File: src/rtl/cc_raster_collector.sv
// Reduces each frame of the CC geometry engine's coordinate stream to one summary
// record (counts, bounding box, sums, raster-order flag) offered on a valid/ready port.
module cc_raster_collector #(
  parameter int CNT_W = 16,
  parameter int SUM_W = 24
) (
  input  logic                    clk,
  input  logic                    rst_n,
  input  logic                    in_valid,
  input  logic [1:0]              in_mode,
  input  logic signed [7:0]       xi,
  input  logic signed [7:0]       yi,
  input  logic                    out_ready,
  output logic                    out_valid,
  output logic [1:0]              out_mode,
  output logic [CNT_W-1:0]        out_cnt,
  output logic [CNT_W-1:0]        out_rows,
  output logic signed [7:0]       out_xmin,
  output logic signed [7:0]       out_xmax,
  output logic signed [7:0]       out_ymin,
  output logic signed [7:0]       out_ymax,
  output logic signed [SUM_W-1:0] out_sumx,
  output logic signed [SUM_W-1:0] out_sumy,
  output logic                    out_oerr,
  output logic                    out_drop
);

  typedef enum logic [0:0] {
    ST_IDLE  = 1'b0,
    ST_ACCUM = 1'b1
  } state_t;

  localparam logic [CNT_W-1:0] CNT_ONE = CNT_W'(1);
  localparam logic [CNT_W-1:0] CNT_MAX = {CNT_W{1'b1}};

  state_t                  state_reg, state_next;
  logic [1:0]              mode_reg, mode_next;
  logic [CNT_W-1:0]        cnt_reg, cnt_next;
  logic [CNT_W-1:0]        rows_reg, rows_next;
  logic signed [7:0]       xmin_reg, xmin_next;
  logic signed [7:0]       xmax_reg, xmax_next;
  logic signed [7:0]       ymin_reg, ymin_next;
  logic signed [7:0]       ymax_reg, ymax_next;
  logic signed [SUM_W-1:0] sumx_reg, sumx_next;
  logic signed [SUM_W-1:0] sumy_reg, sumy_next;
  logic                    oerr_reg, oerr_next;
  logic signed [7:0]       x_prev_reg, x_prev_next;
  logic signed [7:0]       y_prev_reg, y_prev_next;

  logic                    rec_valid_reg, rec_valid_next;
  logic [1:0]              rec_mode_reg;
  logic [CNT_W-1:0]        rec_cnt_reg;
  logic [CNT_W-1:0]        rec_rows_reg;
  logic signed [7:0]       rec_xmin_reg;
  logic signed [7:0]       rec_xmax_reg;
  logic signed [7:0]       rec_ymin_reg;
  logic signed [7:0]       rec_ymax_reg;
  logic signed [SUM_W-1:0] rec_sumx_reg;
  logic signed [SUM_W-1:0] rec_sumy_reg;
  logic                    rec_oerr_reg;
  logic                    drop_reg, drop_next;

  // Successor coordinates are compared at 9 bits so 127+1 never aliases to -128.
  logic [8:0]              x_succ, y_succ, xi_ext9, yi_ext9;
  logic                    row_step, col_step, order_ok;
  logic signed [SUM_W-1:0] xi_ext, yi_ext;
  logic                    commit, rec_load;

  assign x_succ   = {x_prev_reg[7], x_prev_reg} + 9'd1;
  assign y_succ   = {y_prev_reg[7], y_prev_reg} + 9'd1;
  assign xi_ext9  = {xi[7], xi};
  assign yi_ext9  = {yi[7], yi};
  assign row_step = (yi_ext9 == y_succ);
  assign col_step = (yi == y_prev_reg) && (xi_ext9 == x_succ);
  assign order_ok = row_step || col_step;

  assign xi_ext = {{(SUM_W-8){xi[7]}}, xi};
  assign yi_ext = {{(SUM_W-8){yi[7]}}, yi};

  assign commit   = (state_reg == ST_ACCUM) && !in_valid;
  assign rec_load = commit && !(rec_valid_reg && !out_ready);

  always_comb begin
    state_next  = state_reg;
    mode_next   = mode_reg;
    cnt_next    = cnt_reg;
    rows_next   = rows_reg;
    xmin_next   = xmin_reg;
    xmax_next   = xmax_reg;
    ymin_next   = ymin_reg;
    ymax_next   = ymax_reg;
    sumx_next   = sumx_reg;
    sumy_next   = sumy_reg;
    oerr_next   = oerr_reg;
    x_prev_next = x_prev_reg;
    y_prev_next = y_prev_reg;
    case (state_reg)
      ST_IDLE: begin
        if (in_valid) begin
          state_next  = ST_ACCUM;
          mode_next   = in_mode;
          cnt_next    = CNT_ONE;
          rows_next   = CNT_ONE;
          xmin_next   = xi;
          xmax_next   = xi;
          ymin_next   = yi;
          ymax_next   = yi;
          sumx_next   = xi_ext;
          sumy_next   = yi_ext;
          oerr_next   = 1'b0;
          x_prev_next = xi;
          y_prev_next = yi;
        end
      end
      ST_ACCUM: begin
        if (in_valid) begin
          if (cnt_reg != CNT_MAX) cnt_next = cnt_reg + CNT_ONE;
          if (row_step && rows_reg != CNT_MAX) rows_next = rows_reg + CNT_ONE;
          if (xi < xmin_reg) xmin_next = xi;
          if (xi > xmax_reg) xmax_next = xi;
          if (yi < ymin_reg) ymin_next = yi;
          if (yi > ymax_reg) ymax_next = yi;
          sumx_next = sumx_reg + xi_ext;
          sumy_next = sumy_reg + yi_ext;
          // Only the trapezoid raster (mode 0) has a defined beat order.
          if (mode_reg == 2'd0 && !order_ok) oerr_next = 1'b1;
          x_prev_next = xi;
          y_prev_next = yi;
        end else begin
          state_next = ST_IDLE;
        end
      end
      default: state_next = ST_IDLE;
    endcase
  end

  always_comb begin
    rec_valid_next = rec_valid_reg;
    drop_next      = drop_reg;
    if (rec_load) begin
      rec_valid_next = 1'b1;
    end else if (rec_valid_reg && out_ready) begin
      rec_valid_next = 1'b0;
    end
    if (commit && rec_valid_reg && !out_ready) drop_next = 1'b1;
  end

  always_ff @(posedge clk or negedge rst_n) begin
    if (!rst_n) begin
      state_reg  <= ST_IDLE;
      mode_reg   <= '0;
      cnt_reg    <= '0;
      rows_reg   <= '0;
      xmin_reg   <= '0;
      xmax_reg   <= '0;
      ymin_reg   <= '0;
      ymax_reg   <= '0;
      sumx_reg   <= '0;
      sumy_reg   <= '0;
      oerr_reg   <= 1'b0;
      x_prev_reg <= '0;
      y_prev_reg <= '0;
    end else begin
      state_reg  <= state_next;
      mode_reg   <= mode_next;
      cnt_reg    <= cnt_next;
      rows_reg   <= rows_next;
      xmin_reg   <= xmin_next;
      xmax_reg   <= xmax_next;
      ymin_reg   <= ymin_next;
      ymax_reg   <= ymax_next;
      sumx_reg   <= sumx_next;
      sumy_reg   <= sumy_next;
      oerr_reg   <= oerr_next;
      x_prev_reg <= x_prev_next;
      y_prev_reg <= y_prev_next;
    end
  end

  // Record registers only change on an accepted commit; a stalled record is never overwritten.
  always_ff @(posedge clk or negedge rst_n) begin
    if (!rst_n) begin
      rec_valid_reg <= 1'b0;
      rec_mode_reg  <= '0;
      rec_cnt_reg   <= '0;
      rec_rows_reg  <= '0;
      rec_xmin_reg  <= '0;
      rec_xmax_reg  <= '0;
      rec_ymin_reg  <= '0;
      rec_ymax_reg  <= '0;
      rec_sumx_reg  <= '0;
      rec_sumy_reg  <= '0;
      rec_oerr_reg  <= 1'b0;
      drop_reg      <= 1'b0;
    end else begin
      rec_valid_reg <= rec_valid_next;
      drop_reg      <= drop_next;
      if (rec_load) begin
        rec_mode_reg <= mode_reg;
        rec_cnt_reg  <= cnt_reg;
        rec_rows_reg <= rows_reg;
        rec_xmin_reg <= xmin_reg;
        rec_xmax_reg <= xmax_reg;
        rec_ymin_reg <= ymin_reg;
        rec_ymax_reg <= ymax_reg;
        rec_sumx_reg <= sumx_reg;
        rec_sumy_reg <= sumy_reg;
        rec_oerr_reg <= oerr_reg;
      end
    end
  end

  assign out_valid = rec_valid_reg;
  assign out_mode  = rec_mode_reg;
  assign out_cnt   = rec_cnt_reg;
  assign out_rows  = rec_rows_reg;
  assign out_xmin  = rec_xmin_reg;
  assign out_xmax  = rec_xmax_reg;
  assign out_ymin  = rec_ymin_reg;
  assign out_ymax  = rec_ymax_reg;
  assign out_sumx  = rec_sumx_reg;
  assign out_sumy  = rec_sumy_reg;
  assign out_oerr  = rec_oerr_reg;
  assign out_drop  = drop_reg;

endmodule

File: config.mk
export PLATFORM = sky130hd
export DESIGN_NAME = cc_raster_collector
export DESIGN_NICKNAME = d
export VERILOG_FILES = /design/src/rtl/cc_raster_collector.sv
export SDC_FILE = /design/constraint.sdc
export NUM_CORES = 1
export LEC_CHECK = 0
export ABC_AREA = 1
export BUFFER_PORTS_ARGS = -buffer_cell sky130_fd_sc_hd__buf_2
export CAP_MARGIN = 20
export CORE_ASPECT_RATIO = 0.6
export CORE_MARGIN = 1.5
export CORE_UTILIZATION = 45
export CTS_CLUSTER_DIAMETER = 30
export CTS_CLUSTER_SIZE = 20
export DETAILED_ROUTE_END_ITERATION = 8
export PLACE_DENSITY_LB_ADDON = 0.3
export SLEW_MARGIN = 20
export SYNTH_ARGS = -nofsm -noshare
export SYNTH_HDL_FRONTEND = slang
export SYNTH_SLANG_ARGS = --single-unit
File: constraint.sdc
create_clock -name clk -period 2.8 [get_ports clk]
set_clock_uncertainty 0.15 [all_clocks]
set_input_delay 0.56 -clock clk [delete_from_list [all_inputs] [get_ports clk]]
set_output_delay 0.56 -clock clk [all_outputs]
set_load 0.05 [all_outputs]
==> summary.md, run 1 <==
| Metric | Value |
|---|---|
| Mean routed wirelength per cell | ~16 um |
| Clock latency on the worst-skew pair | 540 ps |
| Switch share | 40.29% |
| # rows | 50 |
| Worst hold path startpoint | in_mode[1] |
| Fillers | 2920 |
| Async SR Flop Fraction | 100.0% |
| Synthesized area | approximately 15000 um^2 |
| Post-Place Cells | roughly 2500 |
| Vias | around 13000 |
| ANT nets after route | 0 |
| Gr ovfl total | 0 |
| DR pass1 iterations | 5 |
| Post-synthesis sequential area ratio | 42.47% |
| Worst Slack Setup Final | 367.2 ps |
| R2R depth | 11 |
| Post-synthesis register bit count | 249 |
| Crit path largest cell delay | 410 ps |
| Global-route wire length before repair | 66900 um |
| Hold WC Path Type | in -> reg |
| Die X-Extent | 236.1 um |
| Vias in the first global route | roughly 12000 |
| Starting Density | 46.44% |
| Final Setup Violations | 0 |
| Cell Int Power | approximately 0.009 W |
| CP max stage cell | buf_2 |
| Final std cells w/o fill | 2562 |
| Worst reg2reg endpoint | sumx_reg[18]$_DFFE_PN0P_ |
| Critical path launch point type | primary input |
| Crit path kind | in -> reg |
| Tcrit/Tclk final | 86.88% |
| CTS tree | built |
| Status | finished, final reports clean |
| DP HPWL | 30670 um |
| Synth area leader | dfrtp_1 |
| Max H-tree Level | 2 |
| RSZ-0062 raised after global routing | no |
| Slew @ Worst Pin | 653.2 ps |
| Count of final hold-check violations | 0 |
| Synthesized net count | 2036 |
| Crit-path cells | buf_2 -> ha_1 -> buf_4 -> nand2_1 -> nor2_1 -> inv_1 -> nor2_1 -> nand4_1 -> nand3_1 -> nand2_1 -> nand3_1 -> a21oi_1 |
| Placer Congestion | 0.9793 |
| Crit path max fanout | 15 |
| Clock share of power | 34.8% |
| Top_reg_cell synth | dfrtp_1 |
| Mean area per synthesized cell | about 7.6 um^2 |
| Vias/cell | 5.251 |
| Max-slew headroom | between 50% and 60% |
| Reg-to-reg startpoint | sumx_reg[16]$_DFFE_PN0P_ |
| Power share of the combinational group | 34.0% |
| Req. time, crit path | slightly above 3000 ps |
| Post-synth EDFFs | 0 |
| VDD IR-drop max | 0.5507 mV |
| Final wirelength | 41770 um |
| Area Overhead vs Synth | 19.44% |
| Max Root-Sink Buffers | 3 |
| Root Driver | clkbuf_16 |
| CP arrival | 2700 ps |
| Clock sink count | ~250 |
| Synth top area share | 42.47% |
| Pleak | 9.112 nW |
| DR iter-0 viols | 1331 |
| Synth area leaders | dfrtp_1 42%, nand2_1 15%, ha_1 6.8% |
| Period minus WS final | 2433 ps |
| Mapped Cells | 1932 |
| CP delay by family, top | simple AND/OR/NAND/NOR gates |
| Hold Slack | 70.21 ps |
| Max-Cap Viols | 0 |
| Total core area | 31590 um^2 |
| Achievable Freq | ~400 MHz |
| Total GRT Usage | ~25% |
| Final Max Tran Viols | 0 |
| Cell with the most instances after synthesis | nand2_1 |
| Setup WS pre-CTS | roughly 17 ps |
| WHS Endpoint | mode_reg[1]$_DFFE_PN0P_ |
| CP endpoint kind | register |
| Diodes inserted | 0 |
| Pin count of the biggest net entering global routing | just under 100 |
| FF-to-FF setup slack | 370 ps |
| Buf/Inv on CP | 3 |
| Remaining routing DRC violations | 0 |
| Synth Warn # | 0 |
| Num ports | 139 |
| Power Density | 865.0 nW/um^2 |
| Post-layout util | 55.46% |
| Die area | 33730 um^2 |
| TritonCTS Buffers | 42 |
| Setup TNS | 0 ps |
| Die height | 142.9 um |
| Post-CTS Setup Inserts | 0 |
| Top cells by count, synth | 597 x nand2_1, 249 x dfrtp_1, 245 x inv_1 |
| Flop pwr share | ~31% |
| Distinct cells, synth | 39 |
| Hold Crit Depth | 3 |
| Antenna violations before repair | 0 |
| IO buf count | between 100 and 150 |
| # nets final | 2217 |
| Layout cells sized above 1 | between 10% and 20% |
| Worst-path clk slew | 50 ps |
| Psw | 0.006106 W |
-- cell type report --
cell class              count  area [um^2]  share of cell area [%]
well taps                 416        520.5                   2.971
inverters                 252        945.9                   5.398
repair buffers            186         1117                   6.377
flip-flops and latches    249         6231                   35.56
clock buffers              44         1090                   6.220
clock inverters            33        356.6                   2.035
multi-input cells        1382         7261                   41.44
-- through the flow --
stage	power [W]	cell area, um^2
floorplan	0.008421	14670
global placement	0.009765	16050
detailed placement	0.009867	16070
CTS	0.01521	17520
global route	0.01601	17520
finish	0.01516	17520
-- worst min-delay path: cells and delay by family --
| kind | cells | cell delay (ps) |
|---|---|---|
| and+or+nand+nor | 1 | 40 |
| AOI/OAI and AO/OA | 1 | 50 |
| buffers and inverters | 1 | 70 |
-- power by group through the flow --
| stage | Combinational (W) | Sequential (W) | Clock [W] |
|---|---|---|---|
| after global placement | 0.00501 | 0.00476 | 0 |
| after detailed placement | 0.00509 | 0.00478 | 0 |
| after floorplan | 0.00243 | 0.00600 | 0 |
| after CTS | 0.00512 | 0.00473 | 0.00536 |
| after global routing | 0.00566 | 0.00482 | 0.00554 |
| final | 0.00515 | 0.00473 | 0.00527 |
-- worst max path at each step --
stage	from	slack [ps]	end	cells past startpoint
final	xi[7]	370	sumx_reg[18]$_DFFE_PN0P_	12
after detailed placement	xi[7]	20	sumx_reg[18]$_DFFE_PN0P_	12
after global placement	xi[7]	-60	sumx_reg[18]$_DFFE_PN0P_	12
after global routing	sumx_reg[0]$_DFFE_PN0P_	270	sumx_reg[12]$_DFFE_PN0P_	11
after floorplan	xi[0]	640	sumx_reg[14]$_DFFE_PN0P_	9
after CTS	sumy_reg[0]$_DFFE_PN0P_	500	sumy_reg[16]$_DFFE_PN0P_	11
-- placed cells by master (no fill, tap or decap), types with 10 or more instances in the layout --
cell type and n:
a21oi_1 90, a22oi_1 10, buf_2 137, buf_4 42, clkbuf_16 43, dfrtp_1 249, ha_1 80, inv_1 245
mux2_2 32, nand2_1 596, nand2_2 12, nand3_1 120, nand3b_1 13, nand4_1 41, nor2_1 137, nor3_1 19
o21ai_0 138, o21ai_2 13, o21bai_1 11, xor2_1 18
-- metal layers --
metal,global-route usage [%],vias to the layer above,part of all wire [%]
li1,-,6671,-
met1,40.01,6218,51
met2,33.13,516,38
met3,5.799,47,9.2
met4,5.331,0,1.4
met5,0,-,0
-- cell families (layout without fill, tap and decap cells) --
logic type | after synthesis | in the layout | share of synthesized area, %
AND/OR/NAND/NOR | 959 | 959 | 27.56
buffers and inverters | 301 | 515 | 8.085
multiplexers | 36 | 36 | 2.763
adder cells (fa/ha/maj) | 82 | 82 | 7.096
flip-flops | 249 | 249 | 42.47
XOR/XNOR | 21 | 21 | 1.254
AO/OA/AOI/OAI | 284 | 284 | 10.76
-- repair_timing --
| action | 4_1_cts | 5_1_grt |
|---|---|---|
| gates resized for setup | 0 | 0 |
| hold buffers | 1 | 0 |
| hold endpoints to repair | 70 | 0 |
| endpoints found under the setup margin | 0 | 0 |
No activity file was read; power rests on OpenSTA's default activity.
==> inputs of run 2 (changes only) <==
--- a/config.mk
+++ b/config.mk
@@ -14,7 +14,7 @@
 export CTS_CLUSTER_DIAMETER = 30
 export CTS_CLUSTER_SIZE = 20
 export DETAILED_ROUTE_END_ITERATION = 8
-export PLACE_DENSITY_LB_ADDON = 0.3
+export PLACE_DENSITY = 0.64
 export SLEW_MARGIN = 20
 export SYNTH_ARGS = -nofsm -noshare
 export SYNTH_HDL_FRONTEND = slang
==> run 2 against run 1 <==
Effect of this change:
- maximum frequency is 1.8% lower
- sequential share of layout area decreased by 0.36 points
- cell count increased by 0.43%
- sequential power about the same
- sequential cell count stayed put
- worst hold slack better by 15 ps
- clock power is 6.6% higher
- non-clock buffer count up 6
- critical path type is now reg -> reg
- critical endpoint is now sumy_reg[16]$_DFFE_PN0P_
==> summary.md, run 2 (synthesized netlist as in run 1, its figures left out) <==
| Metric | Value |
|---|---|
| Setup TNS | 0 ps |
| Placer Congestion | 0.9329 |
| Die area | 33730 um^2 |
| RSZ-0062 raised after global routing | no |
| Vias | 13496 |
| Post-CTS Resized | 0 |
| Crit path largest cell delay | 500 ps |
| Seq. cell area | approximately 6200 um^2 |
| Max Root-Sink Buffers | 3 |
| CP delay by family, top | simple AND/OR/NAND/NOR gates |
| Max-slew headroom | 52.83% |
| Global-route wire length before repair | 68050 um |
| Fillers | between 3000 and 4000 |
| Hold Slack | 84.76 ps |
| Tcrit/Tclk final | 88.47% |
| Worst-path clk slew | 60 ps |
| Most frequent cells in the layout | 596 x nand2_1, 249 x dfrtp_1, 245 x inv_1 |
| Pleak | 9.201 nW |
| Crit path top cell by count | nand2_1 |
| Clock sink count | 249 |
| Final Setup Violations | 0 |
| Buf/Inv on CP | 0 |
| Max-Cap Viols | 0 |
| ANT nets after route | 0 |
| Die X-Extent | 236.1 um |
| Slew @ Worst Pin | roughly 710 ps |
| DR pass1 iterations | 6 |
| Req. time, crit path | 3120 ps |
| Status | finished, final reports clean |
| Power Density | 877.7 nW/um^2 |
| Antenna violations before repair | 0 |
| Crit-path cells | ha_1 -> fa_1 -> nand3_1 -> nand3_1 -> nand2_1 -> nand3b_1 -> nand2_1 -> nand2_1 -> nand2_1 -> nand3_1 -> a21oi_1 |
| VDD IR-drop max | 0.6910 mV |
| # rows | 50 |
| Total core area | about 32000 um^2 |
| Commonest non-fill, non-tap cell in the layout | nand2_1 |
| CP max stage cell | fa_1 |
| Worst path depth | 11 |
| Total GRT Usage | 25.33% |
| Pin count of the biggest net entering global routing | a little under 80 |
| TritonCTS Buffers | 44 |
| CP endpoint kind | register |
| CP arrival | 2800 ps |
| Clock latency on the worst-skew pair | 560 ps |
| Crit path kind | reg -> reg |
| Total power | 0.01554 W |
| Hold WC Path Type | in -> reg |
| Area Overhead vs Synth | 20.67% |
| Max H-tree Level | 2 |
| Vias/cell | 5.245 |
| Die height | approximately 140 um |
| Post-Place Cells | 2490 |
| Remaining routing DRC violations | 0 |
| Hold Crit Depth | 3 |
| Root Driver | clkbuf_16 |
| R2R depth | 11 |
| Crit path max fanout | 5 |
| Num ports | 139 |
| Post-CTS Setup Inserts | 0 |
| Count of final hold-check violations | 0 |
| Starting Density | about 46% |
| Mean routed wirelength per cell | 16.34 um |
| Final std cells w/o fill | 2573 |
| DP HPWL | between 30000 and 40000 um |
| Diodes inserted | 0 |
| CTS tree | built |
| Critical path launch point type | register |
| Vias in the first global route | 12597 |
| # nets final | 2225 |
| Period minus WS final | 2477 ps |
| Achievable Freq | 403.7 MHz |
| Area occupied by multi-input gates | 7263 um^2 |
| Final wirelength | about 42000 um |
| DR iter-0 viols | 1163 |
| Final Max Tran Viols | 0 |
| IO buf count | ~140 |
| Gr ovfl total | 0 |
| Layout cells sized above 1 | 16.09% |
==> run 2: worst paths after layout <==
check,slack [ps],startpoint,to
setup / recovery,320,sumy_reg[0]$_DFFE_PN0P_,sumy_reg[16]$_DFFE_PN0P_
hold / removal,80,in_mode[0],mode_reg[0]$_DFFE_PN0P_
setup reg to reg,320,sumy_reg[0]$_DFFE_PN0P_,sumy_reg[16]$_DFFE_PN0P_
hold reg to reg,320,ymin_reg[6]$_DFFE_PN0P_,ymin_reg[6]$_DFFE_PN0P_
max in group asynchronous,1300,rst_n,sumy_reg[13]$_DFFE_PN0P_
min in group asynchronous,420,rst_n,out_ymin[5]$_DFFE_PN0P_
==> run 2: where the power goes <==
part,switching (W),leakage (nW),internal (W)
Sequential,0.000448,3.12,0.00429
Combinational,0.00367,5.32,0.00152
Clock,0.00202,0.756,0.00359
==> run 2: layer usage <==
layer	vias up	track usage [%]	wire length, um
met2	430	35.04	16500
li1	6667	-	-
met5	-	0	0
met1	6341	40.20	22100
met4	0	6.146	692
met3	58	4.292	2738
==> run 2: repair_timing <==
action | 4_1_cts | 5_1_grt
setup endpoints to repair | 0 | 0
hold buffers | 1 | 0
endpoints found under the hold margin | 68 | 0
==> run 2: worst reg2reg max path, delay by kind of cell (launching register included) <==
kind,cells,cell delay [ps]
simple gates,8,960
compound gates,1,170
fa+ha+maj,2,720
flops,1,390
==> run 2: final cells by class <==
cell class	count	share of cell area, %
inverters	252	5.343
repair buffers	192	6.686
clock buffers	51	6.538
multi-input cells	1382	41.03
clock inverters	31	2.269
flip-flops and latches	249	35.20
well taps	416	2.940
==> run 2: through the flow <==
stage               cell area [um^2]  util [%]  worst slack (ps)
global route                   17700     56.04             239.3
global placement               16130     51.06            -60.75
detailed placement             16130     51.06            -6.412
finish                         17700     56.04             322.9
CTS                            17700     56.03             163.1
floorplan                      14670         -             641.8
==> inputs of run 3 (changes only) <==
--- a/config.mk
+++ b/config.mk
@@ -8,7 +8,7 @@
 export ABC_AREA = 1
 export BUFFER_PORTS_ARGS = -buffer_cell sky130_fd_sc_hd__buf_2
 export CAP_MARGIN = 20
-export CORE_ASPECT_RATIO = 0.6
+export CORE_ASPECT_RATIO = 1.4
 export CORE_MARGIN = 1.5
 export CORE_UTILIZATION = 45
 export CTS_CLUSTER_DIAMETER = 30
==> run 3 against run 2 <==
Effect of this change:
- clock power is 8.7% higher
- cell count is 0.78% higher
- total power is 2.3% higher
- critical path type unchanged
- first-iteration DRC count is 40% lower
==> summary.md, run 3 (synthesized netlist as in run 1, its figures left out) <==
| Metric | Value |
|---|---|
| Max-slew headroom | 47.07% |
| Met3 global-route usage | 3.419% |
| Placer Congestion | ~0.93 |
| Setup TNS | 0 ps |
| Count of final hold-check violations | 0 |
| Gr ovfl total | 0 |
| Post-CTS Resized | 0 |
| Final Setup Violations | 0 |
| Crit path max fanout | 5 |
| Die area | about 34000 um^2 |
| Vias in the first global route | ~13000 |
| Status | finished, final reports clean |
| Crit-path cells | ha_1 -> fa_1 -> nand3_1 -> nand3_1 -> nand2_1 -> nand2_1 -> nand3b_1 -> nand2_1 -> nand2_1 -> nand3_1 -> a21oi_1 |
| CP arrival | 2730 ps |
| Layout cells sized above 1 | 15.85% |
| Pin count of the biggest net entering global routing | 88 |
| Period minus WS final | 2406 ps |
| Final wirelength | 40390 um |
| Area Overhead vs Synth | 21.30% |
| Max Root-Sink Buffers | 3 |
| Total GRT Usage | between 20% and 30% |
| Hold WC Path Type | in -> reg |
| Clock sink count | about 250 |
| Crit path top cell by count | nand2_1 |
| Power Density | 893.3 nW/um^2 |
| Final std cells w/o fill | 2593 |
| RSZ-0062 raised after global routing | no |
| Remaining routing DRC violations | 0 |
| Antenna violations before repair | 1 |
| Total core area | 32300 um^2 |
| Die X-Extent | 155.6 um |
| VDD IR-drop max | 0.5562 mV |
| DR pass1 iterations | 8 |
| Post-Place Cells | around 2500 |
| Vias/cell | 5.121 |
| CP max stage cell | fa_1 |
| # rows | 78 |
| TritonCTS Buffers | 47 |
| Most frequent cells in the layout | 596 x nand2_1, 249 x dfrtp_1, 245 x inv_1 |
| Grt met2 use | between 40% and 50% |
| Slew @ Worst Pin | 793.1 ps |
| CTS tree | built |
| Root Driver | clkbuf_16 |
| Crit path largest cell delay | 480 ps |
| Mean routed wirelength per cell | 15.58 um |
| Num ports | 139 |
| Clock latency on the worst-skew pair | 560 ps |
| Final Max Tran Viols | 0 |
| Max H-tree Level | 2 |
| IO buf count | 138 |
| Worst-path clk slew | 60 ps |
| Critical path launch point type | register |
| ANT nets after route | 0 |
| Busiest grt layer | met2 |
| Crit path kind | reg -> reg |
| Starting Density | 45.41% |
| Met1 usage | 29.69% |
| Req. time, crit path | 3120 ps |
| Global-route wire length before repair | roughly 67000 um |
| Achievable Freq | 415.6 MHz |
| Pleak | 9.218 nW |
| Max-Cap Viols | 0 |
| Vias | 13278 |
| DP HPWL | 29540 um |
| # nets final | 2217 |
| Die height | ~220 um |
| Tcrit/Tclk final | 85.93% |
| DR iter-0 viols | 692 |
| Commonest non-fill, non-tap cell in the layout | nand2_1 |
| CP endpoint kind | register |
| Fillers | 3062 |
run 3: changes by cell type in the layout (fill, tap and decap cells not counted), sizes merged:
| cell | previous run | this run |
|---|---|---|
| bufinv | 6 | 8 |
| buf | 191 | 180 |
| clkinv | 9 | 10 |
| diode | 0 | 1 |
| clkbuf | 51 | 54 |
run 3: final timing paths:
path / from / slack (ps) / cells past startpoint / to
setup / recovery: sumx_reg[0]$_DFFE_PN0P_ / 390 / 11 / sumx_reg[16]$_DFFE_PN0P_
hold / removal: in_mode[1] / 50 / 3 / mode_reg[1]$_DFFE_PN0P_
setup reg to reg: sumx_reg[0]$_DFFE_PN0P_ / 390 / 11 / sumx_reg[16]$_DFFE_PN0P_
hold reg to reg: xmin_reg[7]$_DFFE_PN0P_ / 320 / 2 / xmin_reg[7]$_DFFE_PN0P_
max in group asynchronous: rst_n / 1350 / 3 / sumx_reg[14]$_DFFE_PN0P_
min in group asynchronous: rst_n / 320 / 2 / cnt_reg[6]$_DFFE_PN0P_
run 3: what timing repair did:
action / 4_1_cts / 5_1_grt
hold buffers: 1 / 0
buffers inserted: 0 / 0
endpoints found under the hold margin: 37 / 0
run 3: per-layer routing:
layer | wire length, um | vias up
met5 | 0 | -
met4 | 1146 | 0
met3 | 1545 | 82
met2 | 20650 | 281
met1 | 17050 | 6256
li1 | - | 6659
run 3: final cells by class:
type                            instances  area, um^2  area share [%]
Antenna cell                            1       2.502         0.01406
Clock buffer                           54        1244           6.989
Clock inverter                         34       471.7           2.651
Inverter                              252       945.9           5.316
Multi-Input combinational cell       1382        7261           40.80
Sequential cell                       249        6231           35.02
Tap cell                              440       550.5           3.094
Timing Repair Buffer                  181        1089           6.117
run 3: metrics by stage:
step	instance area, um^2	util (%)	total power, W	hold slack, ps	worst slack (ps)
3_3_place_gp	16070	49.74	0.009796	302.7	107.6
3_5_place_dp	16070	49.74	0.009847	308.0	71.99
6_report	17790	55.09	0.01590	50.93	394.1
4_1_cts	17790	55.08	0.01604	36.31	420.9
5_1_grt	17790	55.09	0.01681	66.77	213.2
2_1_floorplan	14670	-	0.008421	114.4	641.8
run 3: power by group:
group	switching (W)	internal (W)	total, W
Clock	0.00210	0.00400	0.00611
Sequential	0.000459	0.00429	0.00475
Combinational	0.00356	0.00148	0.00504
run 3: worst max-delay path: cells and delay by family, from the launching register on:
family | cells | cell delay, ps
and+or+nand+nor | 8 | 850
AOI/OAI and AO/OA | 1 | 140
DFF | 1 | 440
adders and majority gates | 2 | 750
